File: src/rtl/inbuf_reader_pkg.sv
// Shared constants for the input-buffer read side.
// Default widths and derived depth/level sizes.
package inbuf_reader_pkg;

  localparam int ADDR_BITS_DEF = 10;
  localparam int DATA_BITS_DEF = 16;
  localparam int DEPTH_DEF     = 1 << ADDR_BITS_DEF;

  function automatic int depth_of(input int ab);
    return 1 << ab;
  endfunction

  function automatic int lvl_w(input int ab);
    return ab + 1;
  endfunction

endpackage

File: src/rtl/inbuf_skid2.sv
// Two-entry fall-through output FIFO.
// Head plus skid register; empty FIFO passes push data straight out.
module inbuf_skid2 #(
  parameter int W = 16
) (
  input  logic         clk,
  input  logic         r,
  input  logic         push,
  input  logic [W-1:0] din,
  input  logic         pop,
  output logic         valid,
  output logic [W-1:0] dout,
  output logic [1:0]   cnt
);

  logic [W-1:0] head;
  logic [W-1:0] skid;

  assign valid = (cnt != 2'd0) || push;
  assign dout  = (cnt == 2'd0 && push) ? din : head;

  // Storage and occupancy update for push/pop combinations.
  always_ff @(posedge clk) begin
    if (r) begin
      head <= '0;
      skid <= '0;
      cnt  <= 2'd0;
    end else begin
      unique case ({push, pop})
        2'b10: begin
          if (cnt == 2'd0) head <= din;
          else if (cnt == 2'd1) skid <= din;
          if (cnt != 2'd2) cnt <= cnt + 2'd1;
        end
        2'b01: begin
          if (cnt == 2'd2) head <= skid;
          if (cnt != 2'd0) cnt <= cnt - 2'd1;
        end
        2'b11: begin
          if (cnt == 2'd1) begin
            head <= din;
          end else if (cnt == 2'd2) begin
            head <= skid;
            skid <= din;
          end
        end
        default: ;
      endcase
    end
  end

endmodule

File: src/rtl/inbuf_reader.sv
// Read-side controller for the input sample buffer.
// Tracks unread level, issues RAM reads, streams samples out.
module inbuf_reader
  import inbuf_reader_pkg::*;
#(
  parameter int ADDR_BITS = ADDR_BITS_DEF,
  parameter int DATA_BITS = DATA_BITS_DEF
) (
  input  logic                 clk,
  input  logic                 r,
  input  logic                 wr_en,
  output logic                 ram_rd,
  output logic [ADDR_BITS-1:0] rd_addr,
  input  logic [DATA_BITS-1:0] ram_dout,
  output logic                 m_valid,
  output logic [DATA_BITS-1:0] m_data,
  input  logic                 m_ready,
  output logic [ADDR_BITS:0]   level,
  output logic                 co,
  output logic                 ovf
);

  localparam int LW = lvl_w(ADDR_BITS);
  localparam logic [LW-1:0] FULL = LW'(depth_of(ADDR_BITS));
  localparam logic [ADDR_BITS-1:0] LAST = '1;

  logic       inflight;
  logic       pop;
  logic [1:0] cnt;
  logic [2:0] occ;

  assign pop    = m_valid && m_ready;
  assign occ    = {1'b0, cnt} + {2'b0, inflight} - {2'b0, pop};
  assign ram_rd = (level != '0) && (occ < 3'd2);
  assign co     = ram_rd && (rd_addr == LAST);

  // Read address, in-flight tracking, level and sticky overflow.
  always_ff @(posedge clk) begin
    if (r) begin
      rd_addr  <= '0;
      inflight <= 1'b0;
      level    <= '0;
      ovf      <= 1'b0;
    end else begin
      inflight <= ram_rd;
      if (ram_rd) rd_addr <= rd_addr + ADDR_BITS'(1);
      if (wr_en && !ram_rd) begin
        if (level == FULL) ovf <= 1'b1;
        else level <= level + LW'(1);
      end else if (!wr_en && ram_rd) begin
        level <= level - LW'(1);
      end
    end
  end

  inbuf_skid2 #(
    .W(DATA_BITS)
  ) u_skid (
    .clk  (clk),
    .r    (r),
    .push (inflight),
    .din  (ram_dout),
    .pop  (pop),
    .valid(m_valid),
    .dout (m_data),
    .cnt  (cnt)
  );

endmodule

File: config.mk
export PLATFORM = sky130hd
export DESIGN_NAME = inbuf_reader
export DESIGN_NICKNAME = d
export VERILOG_FILES = /design/src/rtl/inbuf_reader_pkg.sv /design/src/rtl/inbuf_skid2.sv /design/src/rtl/inbuf_reader.sv
export SDC_FILE = /design/constraint.sdc
export NUM_CORES = 1
export LEC_CHECK = 0
export CORE_ASPECT_RATIO = 1.4
export CORE_MARGIN = 8
export CORE_UTILIZATION = 55
export CTS_CLUSTER_DIAMETER = 100
export DETAILED_ROUTE_END_ITERATION = 10
export GPL_ROUTABILITY_DRIVEN = 0
export MAX_ROUTING_LAYER = met4
export PLACE_DENSITY = 0.92
export SLEW_MARGIN = 10
export SYNTH_ARGS = -nofsm -noshare
export SYNTH_HDL_FRONTEND = slang
export SYNTH_HIERARCHICAL = 1
export SYNTH_SLANG_ARGS = --single-unit
File: constraint.sdc
create_clock -name clk -period 11.5 [get_ports clk]
set_input_delay 2.3 -clock clk [delete_from_list [all_inputs] [get_ports clk]]
set_output_delay 2.3 -clock clk [all_outputs]
set_load 0.02 [all_outputs]
==> flow_summary.ini <==
[finish]
register_area_um2 = 1140
fin_cells = 515
area_delta_synth_final_pct = 21.4
nets = 476
drive_above_1_share_pct = 11.3
n_fill_cell = 468
fin_util_pct = 68.8
multiInputGateArea_um2 = 2100
diodes = 0
design_area_um2 = 4240

[floorplan]
dieArea_um2 = 9200
die_h_um = 110
die_w_um = 83.4
initial_core_util_pct = 56.7
num_rows = 34
core_um2 = 6170
ios = 61

[setup_path]
cp-end-kind = output port
path_class = input pin to output port
worstSetupStartpointType = input pin
arrival_ns = 5.65
critPathRequiredTime_ns = 9.20
path_max_fanout = 13

[clock_tree]
post_cts.repair.setup_buffers = 0
clock-root-buffer = clkbuf_8
cts.clk_slew.worst_paths_ns = 0.06
h-tree-depth = 3
numCtsBuffers = 9
cts-resized-gates = 0
clk_latency_ns = 0.33
cts_buffer_depth = 2
cts_tree = built
clock-sinks = 57
hold_buffers = 0

[sta]
setup_tns_ns = 0
tightest_slew_ns = 0.964
fmax_ghz = 0.126
rsz0062_at_grt = false
period_needed_ns = 7.95
setup_viol = 0
fin_crit_sh_pct = 69.2
hold_violations = 0
drv_slew = 0
clock-skew-final_ns = 0.00823
slew_headroom_pct = 35.6

[place]
dpl_cell_area_um2 = 4050
io_buffer_count = 60
dpl.cell_count = 499
hpwl_um = 5860

[job]
cap_violations = 0

[routing]
remaining_drc_errors = 0
vias = 3038
drt_iter0_drc = 206
post_drt_via_cell_ratio = 5.90
wl_per_cell_um = 16.3
routed_wl_um = 8420
postRouteAntennaNets = 0
first_pass_iters = 4

[pwr]
p_switching_mw = 0.579
leakagePower_nw = 1.63
power_density_nw_per_um2 = 306
irDropWorstVdd_mv = 0.161
clockPowerShare_pct = 13.8
sw_frac_of_total_pct = 44.6
comb_power_share_pct = 63.4
sequentialPowerShare_pct = 22.8
p_int_mw = 0.718

[yosys]
yosysWarnings = 6
netlist_area_um2 = 3500
synth_area_per_cell_um2 = 9.01
yosysMostFrequentCell = dfxtp_1
synth-seq-area-share_pct = 32.6
synthDominantCellAreaShare_pct = 32.6
yosysTopAreaCell = dfxtp_1
synth_cell_types = 53
synth_common_cells = dfxtp_1, nand2b_1, inv_1, nand2_1
syn_nets = 426
yosys-top-cells-area = dfxtp_1, nand2b_1, ha_1
synth_top_flop_cell = dfxtp_1
synth_seq_cells = 57
synth_cells = 388
async_flop_share_pct = 0
synth_edf_count = 0

[run_status]
run_status = completed

[worst_hold_path]
hold_path_class = flip-flop to flip-flop

[global_routing]
grt_pass1_vias = 3065
grt_max_degree = 89
grt_pass1_wl_um = 13800
overflow = 0
grt_usage_pct = 18.5
grt_antenna_before_repair = 0
## critical path, stage by stage
cell,delay (ns)
clkdlybuf4s50_1,0.47
and2_1,0.37
ha_1,0.30
nand2b_1,0.15
fa_1,0.44
xnor2_1,0.18
nand2_1,0.09
or2_1,0.30
inv_2,0.21
nand3_1,0.13
nor2_1,0.12
clkdlybuf4s50_1,0.60
## flip-flops by register name, summed over array words and instances (netlist names)
register / count
inflight: 1
level: 11
u_skid/cnt: 2
u_skid/head: 16
u_skid/skid: 16
rd_addr: 10
ovf: 1
## per-stage QoR
stage	worst slack, ns	power (mW)	hold slack [ns]
2_1_floorplan	4.48	0.911	0.431
3_3_place_gp	3.69	1.08	0.445
3_5_place_dp	3.53	1.11	0.457
5_1_grt	3.24	1.38	0.485
6_report	3.55	1.30	0.467
4_1_cts	3.52	1.30	0.467
## kinds of logic (layout without fill, tap and decap cells)
kind of cell	after synthesis	in the layout	share of synthesized area (%)
mux	35	35	10.8
flops	57	57	32.6
buf+inv	50	105	7.30
xor+xnor	16	16	4.01
compound gates	73	73	15.7
fa+ha+maj	18	18	6.87
simple gates	139	139	22.7
## worst paths after layout
| path | from | end | slack, ns | depth (start not counted) |
|---|---|---|---|---|
| worst min-delay path | u_skid/head[12]$_SDFFE_PP0P_ | u_skid/head[12]$_SDFFE_PP0P_ | 0.47 | 1 |
| worst max register to register | inflight$_SDFF_PP0_ | level[10]$_SDFFE_PP0P_ | 6.28 | 16 |
| worst min register to register | u_skid/head[12]$_SDFFE_PP0P_ | u_skid/head[12]$_SDFFE_PP0P_ | 0.47 | 1 |
| worst max-delay path | m_ready | co | 3.55 | 12 |
## power by group through the flow
stage | clock (mW) | combinational, mW | sequential, mW
after floorplan | 0 | 0.614 | 0.297
after global placement | 0 | 0.780 | 0.295
after detailed placement | 0 | 0.809 | 0.299
after CTS | 0.182 | 0.820 | 0.295
after global routing | 0.191 | 0.891 | 0.302
final | 0.179 | 0.822 | 0.296
## area by class of cell
class | count | share of cell area, %
clock buffers | 14 | 4.31
clock inverters | 2 | 0.236
inverters | 25 | 2.21
multi-input cells | 281 | 49.5
flip-flops and latches | 57 | 26.9
well taps | 72 | 2.12
repair buffers | 64 | 14.7
## layer usage
layer  up-vias  global-route usage (%)  part of all wire, %
met4         0                    8.56                  2.4
li1       1475                       -                    -
met1      1463                    18.3                   40
met3        17                    4.12                  4.6
met2        83                    34.0                   53
met5         -                       -                    0
## placed cells by master (no fill, tap or decap), types with 2 or more instances in the layout
| master | netlist | layout |
|---|---|---|
| a21o_1 | 3 | 3 |
| a21oi_1 | 20 | 20 |
| a221oi_1 | 15 | 15 |
| and3_1 | 4 | 4 |
| buf_4 | 1 | 4 |
| clkbuf_8 | 0 | 13 |
| clkdlybuf4s50_1 | 0 | 59 |
| clkinv_2 | 0 | 2 |
| dfxtp_1 | 57 | 57 |
| fa_1 | 2 | 2 |
| ha_1 | 16 | 16 |
| inv_1 | 24 | 24 |
| mux2_2 | 17 | 17 |
| mux2i_1 | 17 | 17 |
| nand2_1 | 24 | 24 |
| nand2b_1 | 34 | 34 |
| nand3_1 | 9 | 9 |
| nand3b_1 | 2 | 2 |
| nand4_1 | 8 | 8 |
| nor2_1 | 20 | 20 |
| nor2b_1 | 3 | 3 |
| nor3_1 | 4 | 4 |
| nor3b_1 | 19 | 19 |
| nor4_2 | 2 | 2 |
| o211ai_1 | 3 | 3 |
| o21a_1 | 3 | 3 |
| o21ai_0 | 5 | 5 |
| o22a_1 | 10 | 10 |
| o22a_2 | 5 | 5 |
| or3_1 | 2 | 2 |
| xnor2_1 | 9 | 9 |
| xor2_1 | 7 | 7 |
(Power assumes the default switching activity.)
